**src/rtl/hazard_scoreboard_if.sv**
```systemverilog
// rtl/hazard_scoreboard_if.sv - ID/writeback request and hazard response bundle for hazard_scoreboard
interface hazard_scoreboard_if #(
  parameter int NUM_REGS = 32,
  parameter int RA_W     = 5,
  parameter int FU_W     = 2,
  parameter int CNT_W    = 4
);
  logic                id_valid;
  logic                id_use_rs1;
  logic                id_use_rs2;
  logic [RA_W-1:0]     id_rs1;
  logic [RA_W-1:0]     id_rs2;
  logic [RA_W-1:0]     id_rd;
  logic                id_writes_rd;
  logic [FU_W-1:0]     id_fu;
  logic [CNT_W-1:0]    id_lat;
  logic                flush;
  logic                wb_valid;
  logic [RA_W-1:0]     wb_rd;
  logic [FU_W-1:0]     wb_fu;
  logic                raw_stall;
  logic                waw_stall;
  logic                struct_stall;
  logic                stall;
  logic [NUM_REGS-1:0] busy_vec;

  modport master (
    output id_valid, id_use_rs1, id_use_rs2, id_rs1, id_rs2, id_rd, id_writes_rd,
           id_fu, id_lat, flush, wb_valid, wb_rd, wb_fu,
    input  raw_stall, waw_stall, struct_stall, stall, busy_vec
  );

  modport slave (
    input  id_valid, id_use_rs1, id_use_rs2, id_rs1, id_rs2, id_rd, id_writes_rd,
           id_fu, id_lat, flush, wb_valid, wb_rd, wb_fu,
    output raw_stall, waw_stall, struct_stall, stall, busy_vec
  );
endinterface

```
**src/rtl/hazard_scoreboard.sv**
```systemverilog
// rtl/hazard_scoreboard.sv - per-register pending-write scoreboard raising RAW/WAW/structural stalls to ID
// Optional stall statistics counters enabled by defining HAZARD_STATS_EN.
module hazard_scoreboard #(
  parameter int              NUM_REGS     = 32,
  parameter int              RA_W         = 5,
  parameter int              NUM_FU       = 4,
  parameter int              FU_W         = 2,
  parameter int              CNT_W        = 4,
  parameter logic [NUM_FU-1:0] FU_PIPELINED = 4'b0011
) (
  input  logic                clk,
  input  logic                reset_n,
`ifdef HAZARD_STATS_EN
  output logic [31:0]         stall_cycles,
  output logic [31:0]         raw_cycles,
`endif
  hazard_scoreboard_if.slave  hz
);

  logic [NUM_REGS-1:0] busy_q, busy_d;
  logic [CNT_W-1:0]    cnt_q [NUM_REGS];
  logic [CNT_W-1:0]    cnt_d [NUM_REGS];
  logic [FU_W-1:0]     own_q [NUM_REGS];
  logic [FU_W-1:0]     own_d [NUM_REGS];
  logic [NUM_FU-1:0]   occ_q, occ_d;

  logic [NUM_REGS-1:0] fixed_done;
  logic [NUM_REGS-1:0] reg_free;
  logic [NUM_REGS-1:0] eff_busy;
  logic [NUM_FU-1:0]   fu_free;
  logic                raw_c, waw_c, struct_c, stall_c, issue;

  // A writeback only frees its register when the tag still matches the owner.
  always_comb begin
    fixed_done = '0;
    reg_free   = '0;
    fu_free    = '0;
    for (int r = 0; r < NUM_REGS; r++) begin
      fixed_done[r] = busy_q[r] && (cnt_q[r] == CNT_W'(1));
      reg_free[r]   = fixed_done[r] ||
                      (busy_q[r] && (cnt_q[r] == '0) && hz.wb_valid &&
                       (hz.wb_rd == RA_W'(r)) && (own_q[r] == hz.wb_fu));
    end
    for (int f = 0; f < NUM_FU; f++) begin
      fu_free[f] = hz.wb_valid && (hz.wb_fu == FU_W'(f));
      for (int r = 0; r < NUM_REGS; r++) begin
        if (fixed_done[r] && (own_q[r] == FU_W'(f))) fu_free[f] = 1'b1;
      end
    end
    eff_busy = busy_q & ~reg_free;
  end

  always_comb begin
    raw_c    = hz.id_valid && ((hz.id_use_rs1 && eff_busy[hz.id_rs1]) ||
                               (hz.id_use_rs2 && eff_busy[hz.id_rs2]));
    waw_c    = hz.id_valid && hz.id_writes_rd && (hz.id_rd != '0) && eff_busy[hz.id_rd];
    struct_c = hz.id_valid && !FU_PIPELINED[hz.id_fu] && occ_q[hz.id_fu] && !fu_free[hz.id_fu];
    stall_c  = raw_c || waw_c || struct_c;
    issue    = hz.id_valid && !stall_c && !hz.flush;
  end

  assign hz.raw_stall    = raw_c;
  assign hz.waw_stall    = waw_c;
  assign hz.struct_stall = struct_c;
  assign hz.stall        = stall_c;
  assign hz.busy_vec     = busy_q;

  // Issue is applied after retirement so a same-cycle reallocation wins.
  always_comb begin
    busy_d = busy_q & ~reg_free;
    occ_d  = occ_q & ~(fu_free & ~FU_PIPELINED);
    for (int r = 0; r < NUM_REGS; r++) begin
      cnt_d[r] = (busy_q[r] && (cnt_q[r] > CNT_W'(1))) ? cnt_q[r] - CNT_W'(1) : cnt_q[r];
      own_d[r] = own_q[r];
      if (issue && hz.id_writes_rd && (r != 0) && (hz.id_rd == RA_W'(r))) begin
        busy_d[r] = 1'b1;
        cnt_d[r]  = hz.id_lat;
        own_d[r]  = hz.id_fu;
      end
    end
    if (issue && !FU_PIPELINED[hz.id_fu]) occ_d[hz.id_fu] = 1'b1;
  end

  always_ff @(posedge clk or negedge reset_n) begin
    if (!reset_n) begin
      busy_q <= '0;
      occ_q  <= '0;
      for (int r = 0; r < NUM_REGS; r++) begin
        cnt_q[r] <= '0;
        own_q[r] <= '0;
      end
    end else begin
      busy_q <= busy_d;
      occ_q  <= occ_d;
      for (int r = 0; r < NUM_REGS; r++) begin
        cnt_q[r] <= cnt_d[r];
        own_q[r] <= own_d[r];
      end
    end
  end

`ifdef HAZARD_STATS_EN
  always_ff @(posedge clk or negedge reset_n) begin
    if (!reset_n) begin
      stall_cycles <= '0;
      raw_cycles   <= '0;
    end else begin
      if (stall_c && (stall_cycles != 32'hFFFF_FFFF)) stall_cycles <= stall_cycles + 32'd1;
      if (raw_c && (raw_cycles != 32'hFFFF_FFFF))     raw_cycles   <= raw_cycles + 32'd1;
    end
  end
`endif

endmodule

```
**src/flat_wrapper.sv**
```systemverilog
// flat-port wrapper written by rule: the top's interface ports become plain ports
module hazard_scoreboard_flat 
#(
  parameter int              NUM_REGS     = 32,
  parameter int              RA_W         = 5,
  parameter int              NUM_FU       = 4,
  parameter int              FU_W         = 2,
  parameter int              CNT_W        = 4,
  parameter logic [NUM_FU-1:0] FU_PIPELINED = 4'b0011
)
  (clk, reset_n, hz_id_valid, hz_id_use_rs1, hz_id_use_rs2, hz_id_rs1, hz_id_rs2, hz_id_rd, hz_id_writes_rd, hz_id_fu, hz_id_lat, hz_flush, hz_wb_valid, hz_wb_rd, hz_wb_fu, hz_raw_stall, hz_waw_stall, hz_struct_stall, hz_stall, hz_busy_vec);
  hazard_scoreboard_if #(.NUM_REGS(NUM_REGS), .RA_W(RA_W), .FU_W(FU_W), .CNT_W(CNT_W)) hz_i ();
  input  logic clk;
  input  logic reset_n;
  input wire logic [$bits(hz_i.id_valid)-1:0] hz_id_valid;
  input wire logic [$bits(hz_i.id_use_rs1)-1:0] hz_id_use_rs1;
  input wire logic [$bits(hz_i.id_use_rs2)-1:0] hz_id_use_rs2;
  input wire logic [$bits(hz_i.id_rs1)-1:0] hz_id_rs1;
  input wire logic [$bits(hz_i.id_rs2)-1:0] hz_id_rs2;
  input wire logic [$bits(hz_i.id_rd)-1:0] hz_id_rd;
  input wire logic [$bits(hz_i.id_writes_rd)-1:0] hz_id_writes_rd;
  input wire logic [$bits(hz_i.id_fu)-1:0] hz_id_fu;
  input wire logic [$bits(hz_i.id_lat)-1:0] hz_id_lat;
  input wire logic [$bits(hz_i.flush)-1:0] hz_flush;
  input wire logic [$bits(hz_i.wb_valid)-1:0] hz_wb_valid;
  input wire logic [$bits(hz_i.wb_rd)-1:0] hz_wb_rd;
  input wire logic [$bits(hz_i.wb_fu)-1:0] hz_wb_fu;
  output wire logic [$bits(hz_i.raw_stall)-1:0] hz_raw_stall;
  output wire logic [$bits(hz_i.waw_stall)-1:0] hz_waw_stall;
  output wire logic [$bits(hz_i.struct_stall)-1:0] hz_struct_stall;
  output wire logic [$bits(hz_i.stall)-1:0] hz_stall;
  output wire logic [$bits(hz_i.busy_vec)-1:0] hz_busy_vec;
  assign hz_i.id_valid = hz_id_valid;
  assign hz_i.id_use_rs1 = hz_id_use_rs1;
  assign hz_i.id_use_rs2 = hz_id_use_rs2;
  assign hz_i.id_rs1 = hz_id_rs1;
  assign hz_i.id_rs2 = hz_id_rs2;
  assign hz_i.id_rd = hz_id_rd;
  assign hz_i.id_writes_rd = hz_id_writes_rd;
  assign hz_i.id_fu = hz_id_fu;
  assign hz_i.id_lat = hz_id_lat;
  assign hz_i.flush = hz_flush;
  assign hz_i.wb_valid = hz_wb_valid;
  assign hz_i.wb_rd = hz_wb_rd;
  assign hz_i.wb_fu = hz_wb_fu;
  assign hz_raw_stall = hz_i.raw_stall;
  assign hz_waw_stall = hz_i.waw_stall;
  assign hz_struct_stall = hz_i.struct_stall;
  assign hz_stall = hz_i.stall;
  assign hz_busy_vec = hz_i.busy_vec;
  hazard_scoreboard #(.NUM_REGS(NUM_REGS), .RA_W(RA_W), .NUM_FU(NUM_FU), .FU_W(FU_W), .CNT_W(CNT_W), .FU_PIPELINED(FU_PIPELINED)) u_core (.clk(clk), .reset_n(reset_n), .hz(hz_i));
endmodule
```
**config.mk**
```make
export PLATFORM = sky130hd
export DESIGN_NAME = hazard_scoreboard_flat
export DESIGN_NICKNAME = d
export VERILOG_FILES = /design/src/rtl/hazard_scoreboard_if.sv /design/src/rtl/hazard_scoreboard.sv /design/src/flat_wrapper.sv
export SDC_FILE = /design/constraint.sdc
export NUM_CORES = 1
export LEC_CHECK = 0
export ABC_AREA = 0
export BUFFER_PORTS_ARGS = -buffer_cell sky130_fd_sc_hd__clkbuf_2
export CORE_MARGIN = 4
export CORE_UTILIZATION = 45
export CTS_BUF_LIST = sky130_fd_sc_hd__clkbuf_8
export DETAILED_ROUTE_END_ITERATION = 10
export HOLD_SLACK_MARGIN = 0.05
export PLACE_DENSITY = 0.71
export SLEW_MARGIN = 0
export SYNTH_ARGS = -nofsm -noshare
export SYNTH_HDL_FRONTEND = slang
export SYNTH_SLANG_ARGS = --single-unit
```
**constraint.sdc**
```tcl
create_clock -name clk -period 4.1 [get_ports clk]
set_clock_uncertainty 0.1 [all_clocks]
set_input_delay 0.41 -clock clk [delete_from_list [all_inputs] [get_ports clk]]
set_output_delay 0.41 -clock clk [all_outputs]
set_load 0.01 [all_outputs]
```
==> run summary <==
LOGIC SYNTHESIS
-------------------------------------------------------------------------------------------
Area share of the leading cell type in the synthesized netlist ...............        35.8%
EDFF count, synth ............................................................            0
Syn Std Cell Area ............................................................  0.0157 mm^2
Sequential area share after synthesis ........................................        35.8%
Most area-consuming cells after synthesis .................................... sky130_fd_sc_hd__dfrtp_1 36%, sky130_fd_sc_hd__mux2_1 10%, sky130_fd_sc_hd__ha_1 5.6%
Fraction of synthesis flops using an asynchronous set or reset pin ...........         100%
Post-synth top area cell ..................................................... sky130_fd_sc_hd__dfrtp_1
Count of warnings emitted by yosys ...........................................            0
Flip-flop and latch count after synthesis ....................................          224
Nets in the synthesized netlist ..............................................         1696
Synthesized netlist cell count ...............................................         1590
Avg Inst Size Synth ..........................................................    9.85 um^2
Netlist cell types ...........................................................           79
Most used DFF post-synth ..................................................... sky130_fd_sc_hd__dfrtp_1

LAYOUT
-------------------------------------------------------------------------------------------
Share of final-layout standard cells stronger than drive strength 1 ..........        29.1%
Number of diodes added for antenna fixing ....................................            0
Area overhead of the layout relative to synthesis ............................        21.8%
Post-layout instance area ....................................................  0.0191 mm^2
Number of standard cells in the final layout excluding fillers ...............         2287
Final core utilization .......................................................        55.4%
Final layout net count .......................................................         1912

FLOORPLANNING
-------------------------------------------------------------------------------------------
Starting utilization of the core area ........................................        45.5%
Placeable core region ........................................................  0.0345 mm^2
Row count ....................................................................           68
Horiz. Die Dim ...............................................................       195 um
Area of the die ..............................................................  0.0379 mm^2
Height of the chip ...........................................................       195 um
Number of top-level design ports .............................................           72

CTS
-------------------------------------------------------------------------------------------
Number of clock buffers inserted by TritonCTS ................................           42
CTS tree .....................................................................          yes
Worst skew pair latency ......................................................       570 ps
Clock root buffer master ..................................................... sky130_fd_sc_hd__clkbuf_8
Number of clock sinks ........................................................          224
Number of buffers on the longest clock path ..................................            3
Clk slew on worst S/H paths ..................................................        60 ps
Maximum level of the CTS H-tree ..............................................            2

GRT
-------------------------------------------------------------------------------------------
Overflow left after global routing ...........................................            0
Maximum number of pins on one net before global-route repair .................          100
Wire length of the first global-routing pass .................................     79400 um
Total GRT Usage ..............................................................        26.6%
Number of antenna violations at the first check in global routing ............            4
Vias in the first global route ...............................................        13600

SETUP PATH
-------------------------------------------------------------------------------------------
Critical Setup Path Class ....................................................      reg2out
Kind of launch point of the worst setup path .................................     register
Signal arrival time at the worst endpoint ....................................      3600 ps
Required time of the worst setup path ........................................      3590 ps
Maximum fanout count along the critical path .................................            2
Category of the worst setup path capture point ...............................  output port

TIMING
-------------------------------------------------------------------------------------------
Number of slew-limit violations in the final report ..........................            0
Total negative setup slack ...................................................     -8.33 ps
Achievable clock frequency ...................................................      243 MHz
Post-Route Hold Slack ........................................................       267 ps
Final setup margin ...........................................................     -8.33 ps
Worst-Margin Slew ............................................................      1100 ps
Number of hold-slack violations in the final timing report ...................            0
Worst slew margin ............................................................        26.6%
Final setup violating endpoints ..............................................            1
Time the final worst path needs with I/O delays and setup ....................      4110 ps
Final period util ............................................................         100%
Setup repair after global routing missed its margin ..........................         true

ROUTE
-------------------------------------------------------------------------------------------
Total via count in the routed design .........................................        13800
Number of design-rule violations left by the first detailed-router iteration .         1266
Total length of routed met2 wires ............................................     22800 um
Highest routing layer actually used ..........................................         met5
Wire length on met1 ..........................................................     22000 um
Routed wire length ...........................................................     51800 um
Count of antenna-violating nets left after detailed routing ..................            0
Met3 wire length .............................................................      4850 um
First-pass iteration count of the detailed router ............................            6
Detail-routed net length per standard cell ...................................      22.6 um
Vias per Instance ............................................................         6.03
DRC Markers ..................................................................            0

POWER AND IR DROP
-------------------------------------------------------------------------------------------
Final Total Pwr ..............................................................      10.2 mW
Standby leakage power ........................................................      9.11 nW
Power density over cell area .................................................  535 mW/mm^2
Maximum ir drop on the vdd rail ..............................................   0.000306 V

PLACED DESIGN
-------------------------------------------------------------------------------------------
HPWL after detailed placement ................................................     38200 um
Placed cells .................................................................         2186
Minimum setup slack after placement ..........................................      -189 ps
Routability cong. ............................................................         1.04
Count of input and output buffers ............................................           71
Post-detailed-placement cell area ............................................  0.0174 mm^2

OUTCOME
-------------------------------------------------------------------------------------------
Violated checks .............................................................. negative setup slack
Run status ................................................................... complete, but fails checks

FLOW RUN
-------------------------------------------------------------------------------------------
Total of max-cap violations ..................................................            0

HOLD PATH
-------------------------------------------------------------------------------------------
Min-Delay Path Class .........................................................       in2reg

[synth_stat cells, drive strengths merged (12+ instances only)]
cell type,instances
or4,12
nand2,166
xor2,76
or3b,47
xnor2,82
buf,17
nand4,49
nor2b,12
clkbuf,45
nor4,45
ha,70
nor3,59
mux2,184
a21oi,17
inv,78
nand4b,21
nand3,70
nand2b,18
o21ai,49
dfrtp,224
nor2,86
and2,14
[worst paths after layout]
kind | startpoint | endpoint | slack, ps | cells after the start
min reg2reg | u_core.cnt_q[127] | u_core.cnt_q[127] | 370 | 1
max reg2reg | u_core.cnt_q[41] | u_core.cnt_q[6] | 10 | 14
min | hz_flush | u_core.occ_q[3] | 270 | 3
max in group asynchronous | reset_n | u_core.cnt_q[16] | 2430 | 3
max | u_core.cnt_q[25] | hz_stall | -8 | 14
min in group asynchronous | reset_n | u_core.cnt_q[61] | 370 | 2
[layer usage]
layer  global-route usage [%]  vias to the layer above
met5                        0                        -
met4                     10.1                        8
met3                     7.56                      159
met2                     40.5                      626
met1                     36.1                     6842
li1                         -                     6165
[power by group]
part           total (mW)  switching (mW)  internal, mW
clock network        2.25           0.959          1.29
registers            3.75           0.801          2.95
logic                4.22            2.04          2.17
total                10.2            3.80          6.41
[final cells by class]
| class | count | area [um^2] |
|---|---|---|
| fillers | 3023 | 15400 |
| multi-input cells | 1226 | 10100 |
| flip-flops and latches | 224 | 5610 |
| repair buffers | 234 | 1680 |
| clock buffers | 54 | 743 |
| well taps | 455 | 569 |
| inverters | 78 | 293 |
| clock inverters | 16 | 115 |
[registers in the layout, summed over array words and instances, names as in the netlist]
register	cells
u_core.hz.busy_vec	32
u_core.own_q	62
u_core.cnt_q	128
u_core.occ_q	2
[cell families after synthesis]
kind of cell	share of synthesized area (%)
fa+ha+maj	5.59
mux	13.8
xor+xnor	8.83
buf+inv	3.59
simple gates	25.1
compound gates	7.33
flops	35.8
[worst max-delay path, cell delays in order, from the launching register on]
cell	delay (ps)
sky130_fd_sc_hd__dfrtp_1	400
sky130_fd_sc_hd__inv_2	80
sky130_fd_sc_hd__ha_4	120
sky130_fd_sc_hd__or3b_4	370
sky130_fd_sc_hd__or4_1	420
sky130_fd_sc_hd__nor2_2	130
sky130_fd_sc_hd__buf_4	150
sky130_fd_sc_hd__o31ai_2	60
sky130_fd_sc_hd__o311a_1	320
sky130_fd_sc_hd__o21ai_2	160
sky130_fd_sc_hd__a22oi_2	130
sky130_fd_sc_hd__nor3_4	250
sky130_fd_sc_hd__a21boi_2	130
sky130_fd_sc_hd__nand2b_1	150
sky130_fd_sc_hd__buf_2	130
[timing repair]
action                     in CTS  in global routing
setup endpoints to repair       3                192
hold endpoints to repair       97                  0
pin swaps                      10                 25
setup buffers                   8                 23
resized for setup              22                128
hold buffers                    1                  0
[layout by cell type (no fill, tap or decap), types with 63 or more instances in the layout]
cell                       count
sky130_fd_sc_hd__xnor2_1      82
sky130_fd_sc_hd__buf_4       153
sky130_fd_sc_hd__inv_1        84
sky130_fd_sc_hd__xor2_1       76
sky130_fd_sc_hd__mux2_4       81
sky130_fd_sc_hd__ha_1         67
sky130_fd_sc_hd__dfrtp_1     224
sky130_fd_sc_hd__clkbuf_2     68
sky130_fd_sc_hd__nand3_1      68
sky130_fd_sc_hd__mux2_1       63
sky130_fd_sc_hd__nor2_1       83
sky130_fd_sc_hd__nand2_1     164
(Power assumes the default switching activity.)
